### src/rtl/bus_arb2.sv
// bus_arb2: two-master round-robin arbiter and sequencer for the 16-bit
// register bus (baddr/bwr/bstrobe/bwrdata/brddata) feeding the zreg/zror
// slaves. Master 0 is the PS GPIO bridge, master 1 is a PL-side engine.
//
// Every transaction takes four cycles: an IDLE cycle that samples the
// requests, then SETUP, STROBE and DONE. Every output is registered.
//
// Ports:
//   clk, rst_n                 bus clock, asynchronous active-low reset
//   req0/wr0/addr0/wdata0      master 0 request, direction, address, data
//   ack0/rdata0                master 0 one-cycle done pulse, read data
//   req1/wr1/addr1/wdata1      master 1 request, direction, address, data
//   ack1/rdata1                master 1 one-cycle done pulse, read data
//   baddr/bwr/bstrobe/bwrdata  bus address, write enable, strobe, write data
//   brddata                    bus read data (wired-OR of the slaves)
//   gnt                        one-hot owner of the current transaction
//   nxfer0/nxfer1              completed-transaction counters, wrap at 0xffff
module bus_arb2 #(
  parameter int AW = 16,
  parameter int DW = 16
) (
  input  logic          clk,
  input  logic          rst_n,
  input  logic          req0,
  input  logic          wr0,
  input  logic [AW-1:0] addr0,
  input  logic [DW-1:0] wdata0,
  output logic          ack0,
  output logic [DW-1:0] rdata0,
  input  logic          req1,
  input  logic          wr1,
  input  logic [AW-1:0] addr1,
  input  logic [DW-1:0] wdata1,
  output logic          ack1,
  output logic [DW-1:0] rdata1,
  output logic [AW-1:0] baddr,
  output logic          bwr,
  output logic          bstrobe,
  output logic [DW-1:0] bwrdata,
  input  logic [DW-1:0] brddata,
  output logic [1:0]    gnt,
  output logic [15:0]   nxfer0,
  output logic [15:0]   nxfer1
);

  typedef enum logic [1:0] {
    IDLE   = 2'd0,
    SETUP  = 2'd1,
    STROBE = 2'd2,
    DONE   = 2'd3
  } state_t;

  state_t      state;
  logic        last_gnt;   // index of the master served most recently
  logic        owner;      // index of the master owning this transaction
  logic        win_sel;    // master chosen if a grant happens this cycle
  logic [15:0] xfer_cnt0;
  logic [15:0] xfer_cnt1;

  // A lone requester wins outright; on a tie the master that was not
  // served last wins. last_gnt resets to 1 so master 0 takes the first tie.
  assign win_sel = (req0 && req1) ? ~last_gnt : req1;

  assign nxfer0 = xfer_cnt0;
  assign nxfer1 = xfer_cnt1;

  always_ff @(posedge clk or negedge rst_n) begin
    if (!rst_n) begin
      state     <= IDLE;
      last_gnt  <= 1'b1;
      owner     <= 1'b0;
      gnt       <= 2'b00;
      baddr     <= '0;
      bwrdata   <= '0;
      bwr       <= 1'b0;
      bstrobe   <= 1'b0;
      ack0      <= 1'b0;
      ack1      <= 1'b0;
      rdata0    <= '0;
      rdata1    <= '0;
      xfer_cnt0 <= '0;
      xfer_cnt1 <= '0;
    end else begin
      ack0 <= 1'b0;
      ack1 <= 1'b0;
      case (state)
        // IDLE -> SETUP: requests are sampled only here; the winner's
        // address, data and direction go straight onto the bus.
        IDLE: begin
          if (req0 || req1) begin
            owner    <= win_sel;
            last_gnt <= win_sel;
            gnt      <= win_sel ? 2'b10 : 2'b01;
            baddr    <= win_sel ? addr1 : addr0;
            bwrdata  <= win_sel ? wdata1 : wdata0;
            bwr      <= win_sel ? wr1 : wr0;
            state    <= SETUP;
          end
        end
        // SETUP -> STROBE: address/data have had a full cycle to settle.
        SETUP: begin
          bstrobe <= 1'b1;
          state   <= STROBE;
        end
        // STROBE -> DONE: read data is captured on this edge and the
        // owner is acknowledged and counted.
        STROBE: begin
          bstrobe <= 1'b0;
          bwr     <= 1'b0;
          if (!bwr) begin
            if (owner) rdata1 <= brddata;
            else       rdata0 <= brddata;
          end
          if (owner) begin
            ack1      <= 1'b1;
            xfer_cnt1 <= xfer_cnt1 + 16'd1;
          end else begin
            ack0      <= 1'b1;
            xfer_cnt0 <= xfer_cnt0 + 16'd1;
          end
          state <= DONE;
        end
        // DONE -> IDLE: ownership is released; baddr/bwrdata keep their
        // last values.
        DONE: begin
          gnt   <= 2'b00;
          state <= IDLE;
        end
        default: begin
          bstrobe <= 1'b0;
          bwr     <= 1'b0;
          gnt     <= 2'b00;
          state   <= IDLE;
        end
      endcase
    end
  end

endmodule

### config.mk
export PLATFORM = sky130hd
export DESIGN_NAME = bus_arb2
export DESIGN_NICKNAME = d
export VERILOG_FILES = /design/src/rtl/bus_arb2.sv
export SDC_FILE = /design/constraint.sdc
export NUM_CORES = 1
export LEC_CHECK = 0
export CELL_PAD_IN_SITES_DETAIL_PLACEMENT = 0
export CELL_PAD_IN_SITES_GLOBAL_PLACEMENT = 1
export CORE_MARGIN = 2
export CORE_UTILIZATION = 25
export DETAILED_ROUTE_END_ITERATION = 10
export GPL_ROUTABILITY_DRIVEN = 0
export GPL_TIMING_DRIVEN = 1
export PLACE_DENSITY = 0.6
export SLEW_MARGIN = 5
export SYNTH_ARGS = -nofsm -noshare
export SYNTH_HDL_FRONTEND = slang
export SYNTH_SLANG_ARGS = --single-unit
### constraint.sdc
create_clock -name clk -period 5.35 [get_ports clk]
set_input_delay 1.07 -clock clk [delete_from_list [all_inputs] [get_ports clk]]
set_output_delay 1.07 -clock clk [all_outputs]
set_load 0.01 [all_outputs]
# After elaboration in Yosys (flattened, before gate mapping)
# Index checks and enable logic that the tools add are counted.
# Widths: inputs -> output; s select.
dict set report totals {
  out_inout_bits 102
  register_bits 106
}
dict set report op_classes {
  bitwise 3
  reduce_logical 13
  addsub 2
  mux 16
  n_eq_ne 4
}
# operator n
set ops {}
lappend ops {{$add 16x1->16 const B} 2}
lappend ops {{$mux 16} 2}
lappend ops {{$reduce_and 2->1} 5}
lappend ops {{$pmux 2 s4} 1}
lappend ops {{$mux 1} 7}
lappend ops {{$mux 2} 3}
lappend ops {{$reduce_and 3->1} 2}
lappend ops {{$reduce_bool 2->1} 3}
lappend ops {{$eq 2x2->1 const B} 2}
lappend ops {{$pmux 1 s2} 2}
lappend ops {{$pmux 2 s2} 1}
lappend ops {{$not 1->1} 3}
lappend ops {{$eq 2x1->1 const B} 1}
lappend ops {{$logic_not 2->1} 1}
lappend ops {{$ne 2x2->1 const B} 1}
lappend ops {{$logic_and 1x1->1} 1}
lappend ops {{$logic_or 1x1->1} 1}

# Depth between registers and ports, before layout
# Gate-level depths: netlist of run 1.
dict set report depth {
  ltp_word 5
  mapped_depth 8
  ltp_nobuf 6
}

# Least setup slack after synthesis of run 1
# OpenSTA, ideal clock, no wires.
dict set report synth_path {
  path_type {input to register}
  from {in req0}
  to {reg baddr[10]}
  t_arrival_ns 1.866
  setup_ns 0.133
  cell_stages 6
  path_slack_ns 3.351
  cell_sequence {nand2_1 -> and2_1 -> buf_2 -> buf_4 -> mux2i_1 -> o21ai_0}
}
dict set report synth_between {
  elab_chain_cells 3
}
# item line_no
set synth_rtl {}
lappend synth_rtl {{start: declaration} 24} ;# input logic req0,
lappend synth_rtl {{$logic_and 1x1->1} 62} ;# assign win_sel = (req0 && req1) ? ~last_gnt : req1;
lappend synth_rtl {{$mux 1} 62}
lappend synth_rtl {{$mux 16} 94} ;# baddr <= win_sel ? addr1 : addr0;
lappend synth_rtl {{end signal: assignment} 94}
lappend synth_rtl {{end: declaration} 36} ;# output logic [AW-1:0] baddr,
# Parallel ways exist; a longest one is shown, timed or not.
# A chain may end at the register's enable or synchronous reset.

# Worst setup path in the final report of run 1
dict set report layout_path {
  from {in req0}
  to {reg bwrdata[15]}
}
dict set report layout_between {
  elab_chain_cells 3
}
# item line_no
set layout_rtl {}
lappend layout_rtl {{$logic_and 1x1->1} 62}
lappend layout_rtl {{$mux 1} 62}
lappend layout_rtl {{$mux 16} 95} ;# bwrdata <= win_sel ? wdata1 : wdata0;
lappend layout_rtl {{end signal: assignment} 95}
lappend layout_rtl {{end: declaration} 39} ;# output logic [DW-1:0] bwrdata,
# Parallel ways exist; a longest one is shown, timed or not.

==> summary.txt, run 1 <==
Post-Syn Area - 4620 um^2
Number of post-CTS setup repair buffers - 0
Total Routed Length - 11900 um
Clock power frac - 0.205
RSZ-0062 raised after global routing - no
Max Freq - 0.345 GHz
Initial Util - 0.256
FFs w/ async S/R, synth - 1.00
Worst EP required - 5.57 ns
Area contributors post-synth - dfrtp_1 57%, mux2i_1 7.1%, mux2_2 5.6%
Resize count post-CTS - 0
Syn Nets - 463
Slew @ Worst Pin - 1.04 ns
Largest area contributor in the synthesized netlist - dfrtp_1
Setup_tns - 0 ns
Core Box Area - 18000 um^2
Slowest CP cell - and2_2
Reg2reg path depth - 5
Placed Cells incl. Taps - 771
Post-Syn Instances - 371
CP delay by family, top - simple AND/OR/NAND/NOR gates
Global-route wire length before repair - 19300 um
Reg2reg start - state[0]
Crit-path cells - clkdlybuf4s50_1 > nand2_1 > and2_2 > nor2_1 > a221o_1
Slowest stage delay, CP - 0.84 ns
Maximum buffer depth of the clock tree - 2
VDD IR max - 0.295 mV
Routed Antenna Nets - 0
Layout cells sized above 1 - 0.108
List of most frequent post-synthesis cells - 105 x dfrtp_1, 46 x nand2_1, 35 x o21ai_0
Tot Pwr - 3560 uW
Critical Path Fanout Max - 35
Worst-path clk slew - 0.07 ns
CTS tree - yes
Vias in the first global route - 3491
Root buf cell - clkbuf_16
Minimum clock period - 2.90 ns
Synth unique cells - 41
Area grow syn2layout - 51.7%
Via density - 4.32
Port Buffers - 187
Drc violations - 0
H-tree Lvls - 3
DP Wirelength - 8800 um
Buffer and inverter count on the worst path - 1
Clock latency on the worst-skew pair - 0.35 ns
Syn_area_per_cell - 12.5 um^2
Initial antenna violation count - 0
Layout Cells excl Fill - 787
Drt pass-1 iters - 4
Hold depth - 1
Top cell type's share of synthesized area - 0.569
#FFs+latches synth - 106
Final hold violations - 0
Post-synth EDFFs - 0
Net Switching - 1140 uW
Num CTS Buffers - 9
Die width - 140 um
Slew headroom - 0.304
Rows - 49
Critical path launch point - req0
Gate power share - 0.425
Share of the yosys chip area belonging to registers - 0.574
Grt total ovfl - 0
Critical path data arrival time - 3.12 ns
Nets@finish - 645
Top FF cell, synth - dfrtp_1
Tcrit/Tclk final - 0.542
Most common cell in the netlist - dfrtp_1
Critical path depth in cells - 5
Status - finished, final reports clean
Die area - 19600 um^2
Largest net degree at the start of global routing - 78
Clock sink count - 106
CP startpoint kind - input pin
Clock skew - 0.00801 ns
Cts hold-fix bufs - 0
Crit path kind - in2reg
Switching Fraction - 0.320
Hold_sp - nxfer1[15]
Die Y-Extent - 140 um
Routed via count - 3401
Slew Limit Fails - 0
Sequential share of power - 0.370
Setup violations, final - 0
Fillers - 1748
Int Power - 2420 uW
Crit path capture type - flip-flop
YS warnings - 0
DRT iter0 DRCs - 133
Max-cap viol count - 0
Routed wire per std cell - 15.1 um
Leak - 0.00303 uW
Worst Hold Class - reg2reg
Pwr/cell area - 508 nW/um^2
GRT Util Overall - 0.123
IO Pins - 188
Antenna cell count - 0
final cells by class:
class / count / area (um^2) / area share
clock inverter: 5 / 82.6 / 0.0118
sequential: 106 / 2650 / 0.379
clock buffer: 11 / 243 / 0.0346
multi-input combinational: 240 / 1830 / 0.261
inverter: 7 / 26.3 / 0.00375
timing repair buffer: 189 / 1880 / 0.269
tap: 229 / 287 / 0.0409
state kept, by name, summed over array words and instances (netlist names):
signal / flops
baddr: 16
bwrdata: 16
nxfer0: 16
nxfer1: 16
rdata0: 16
rdata1: 16
gnt: 2
state: 2
ack0: 1
ack1: 1
bstrobe: 1
bwr: 1
last_gnt: 1
owner: 1
cells by family (layout without fill, tap and decap cells):
family / count (synthesis) / count (layout) / synth area share
xor+xnor: 30 / 30 / 0.0569
mux: 66 / 66 / 0.160
compound gates: 45 / 45 / 0.0555
flops: 106 / 106 / 0.574
simple gates: 93 / 93 / 0.105
buf+inv: 25 / 212 / 0.0320
fa+ha+maj: 6 / 6 / 0.0162
path summary, 6_finish.rpt:
kind / slack (ns) / end
max: 2.45 / bwrdata[15]
min: 0.48 / nxfer1[15]
max reg2reg: 3.21 / rdata0[15]
min reg2reg: 0.48 / nxfer1[15]
max in group asynchronous: 3.44 / last_gnt
min in group asynchronous: 0.88 / nxfer1[7]
metal layers:
metal	vias up	wire length, um	share of wire	GRT usage
met3	9	972	0.082	0.0397
met4	0	144	0.012	0.0363
li1	1644	-	-	-
met5	-	0	0	0
met2	130	5410	0.46	0.189
met1	1618	5330	0.45	0.167
per-stage QoR:
stage | setup WS [ns] | instance area [um^2] | utilization | hold WS (ns)
floorplan | 3.35 | 4620 | - | 0.504
finish | 2.45 | 7010 | 0.389 | 0.476
detailed placement | 2.07 | 6680 | 0.371 | 0.469
CTS | 2.44 | 7010 | 0.389 | 0.479
global placement | 2.15 | 6680 | 0.371 | 0.463
global route | 2.27 | 7010 | 0.389 | 0.481
power groups by stage:
| stage | Sequential (uW) | Clock [uW] | Combinational, uW |
|---|---|---|---|
| floorplan | 1440 | 0 | 615 |
| global placement | 1320 | 0 | 1530 |
| detailed placement | 1340 | 0 | 1550 |
| CTS | 1330 | 755 | 1550 |
| global route | 1370 | 788 | 1650 |
| finish | 1320 | 730 | 1520 |
worst register-to-register path: cells and delay by family (launching register included):
family | cells | cell delay [ns]
fa+ha+maj | 1 | 0.34
buf+inv | 1 | 0.12
flops | 1 | 0.39
mux | 1 | 0.41
simple gates | 2 | 0.77
placed cells by master, fill, tap and decap left out, drive strengths merged, types with 2 or more instances in the layout:
cell and instances:
inv 9, nand3 10, nand2 46, nor2 7, dfrtp 105, a22o 3, ha 6, and2 2
bufinv 2, xnor2 22, nand2b 2, nor4 2, nand4 4, clkbuf 11, buf 3, clkdlybuf4s50 186
mux2i 33, and4 4, nor3 3, xor2 8, mux2 33, a221o 2, o21ai 35, and3 9
Note: power is estimated with default switching activity, not from simulation.
==> run 2, diff against run 1 <==
==> constraint.sdc (replaced) <==
create_clock -name clk -period 2.7 [get_ports clk]
set_input_delay 0.54 -clock clk [delete_from_list [all_inputs] [get_ports clk]]
set_output_delay 0.54 -clock clk [all_outputs]
set_load 0.01 [all_outputs]
==> summary.txt, run 2 (same netlist as run 1, synthesis figures left out) <==
Grt total ovfl - 0
Buffer and inverter count on the worst path - 1
Reg2reg path depth - 5
Via density - 4.36
DP Wirelength - 8980 um
Critical path data arrival time - 1.42 ns
Layout cells sized above 1 - 0.115
Slowest CP cell - clkdlybuf4s50_1
Total Routed Length - 12000 um
Die width - 140 um
CP startpoint kind - flip-flop
Leading cell type in the layout, fill and taps excluded - clkdlybuf4s50_1
Worst-path clk slew - 0.08 ns
Cts hold-fix bufs - 0
Clock skew - 0.00925 ns
Worst EP required - 2.16 ns
Area of the multi-input gates - 1830 um^2
Tcrit/Tclk final - 0.727
Vias in the first global route - 3573
Worst R2R Setup Slack - 0.74 ns
Hold WS - 0.127 ns
GRT Util Overall - 0.124
Nets@finish - 650
Die area - 19600 um^2
FF-to-FF End - rdata0[11]
Routed via count - 3457
Layout Cell Area excl Fill - 7030 um^2
CTS tree - yes
Worst Hold Class - in2async
Area grow syn2layout - 52.2%
VDD IR max - 0.511 mV
Initial antenna violation count - 0
Reg2reg start - state[0]
Number of post-CTS setup repair buffers - 0
Leak - 0.00304 uW
Antenna cell count - 0
Routed Antenna Nets - 0
Max Freq - 0.510 GHz
Minimum clock period - 1.96 ns
CP delay by family, top - buffers and inverters
RSZ-0062 raised after global routing - no
Status - finished, final reports clean
Critical Path Fanout Max - 4
Crit-path cells - clkdlybuf4s50_1
Slowest stage delay, CP - 0.62 ns
IO Pins - 188
Placement Cell Area - 6750 um^2
Rows - 49
Die Y-Extent - 140 um
Port Buffers - 187
Setup violations, final - 0
Crit path capture type - primary output
Drt pass-1 iters - 4
Routed wire per std cell - 15.1 um
DRT iter0 DRCs - 113
H-tree Lvls - 3
Most frequent cells in the layout - 186 x clkdlybuf4s50_1, 105 x dfrtp_1, 46 x nand2_1, 34 x o21ai_0, 33 x mux2i_1
Initial Util - 0.256
Drc violations - 0
Resize count post-CTS - 0
FF/Latch Area - 2650 um^2
Largest net degree at the start of global routing - 52
Crit path kind - reg2out
Max-cap viol count - 0
Global-route wire length before repair - 19300 um
Clock latency on the worst-skew pair - 0.35 ns
Core Box Area - 18000 um^2
Final hold violations - 0
Setup_tns - 0 ns
Slew @ Worst Pin - 0.549 ns
Slew Limit Fails - 0
Maximum buffer depth of the clock tree - 2
Root buf cell - clkbuf_16
Slew headroom - 0.633
Num CTS Buffers - 9
Clock sink count - 106
Fillers - 1732
Pwr/cell area - 987 nW/um^2
run 2: worst max path at each step:
stage,from,to,cells after the start
after global routing,state[0],rdata0[13],5
final,bwr,bwr,1
after detailed placement,req0,baddr[15],6
after CTS,state[0],rdata0[11],5
after global placement,req0,bwrdata[15],6
after floorplan,state[0],rdata0[10],7
run 2: power by group:
group | total (uW) | switching [uW] | internal [uW]
sequential | 2610 | 400 | 2210
combinational | 3040 | 1270 | 1770
clock | 1280 | 633 | 649
run 2: metrics by stage:
stage | setup slack, ns | power [uW] | util | instances
2_1_floorplan | 0.964 | 4070 | - | 371
3_3_place_gp | 0.460 | 5690 | 0.374 | 776
3_5_place_dp | 0.362 | 5750 | 0.374 | 776
4_1_cts | 0.709 | 7090 | 0.390 | 792
5_1_grt | 0.597 | 7440 | 0.390 | 792
6_report | 0.738 | 6940 | 0.390 | 792
run 2: layer usage:
layer  global-route usage  up-vias  share of wire
li1                     -     1660              -
met1                0.163     1642           0.44
met2                0.191      140           0.46
met3               0.0472       15          0.081
met4               0.0363        0          0.017
met5                    0        -              0
run 2: final cells by class:
cell class / count / area share
multi-input cells: 240 / 0.260
flip-flops and latches: 106 / 0.377
well taps: 229 / 0.0407
clock buffers: 10 / 0.0326
clock inverters: 6 / 0.00819
repair buffers: 194 / 0.277
inverters: 7 / 0.00374
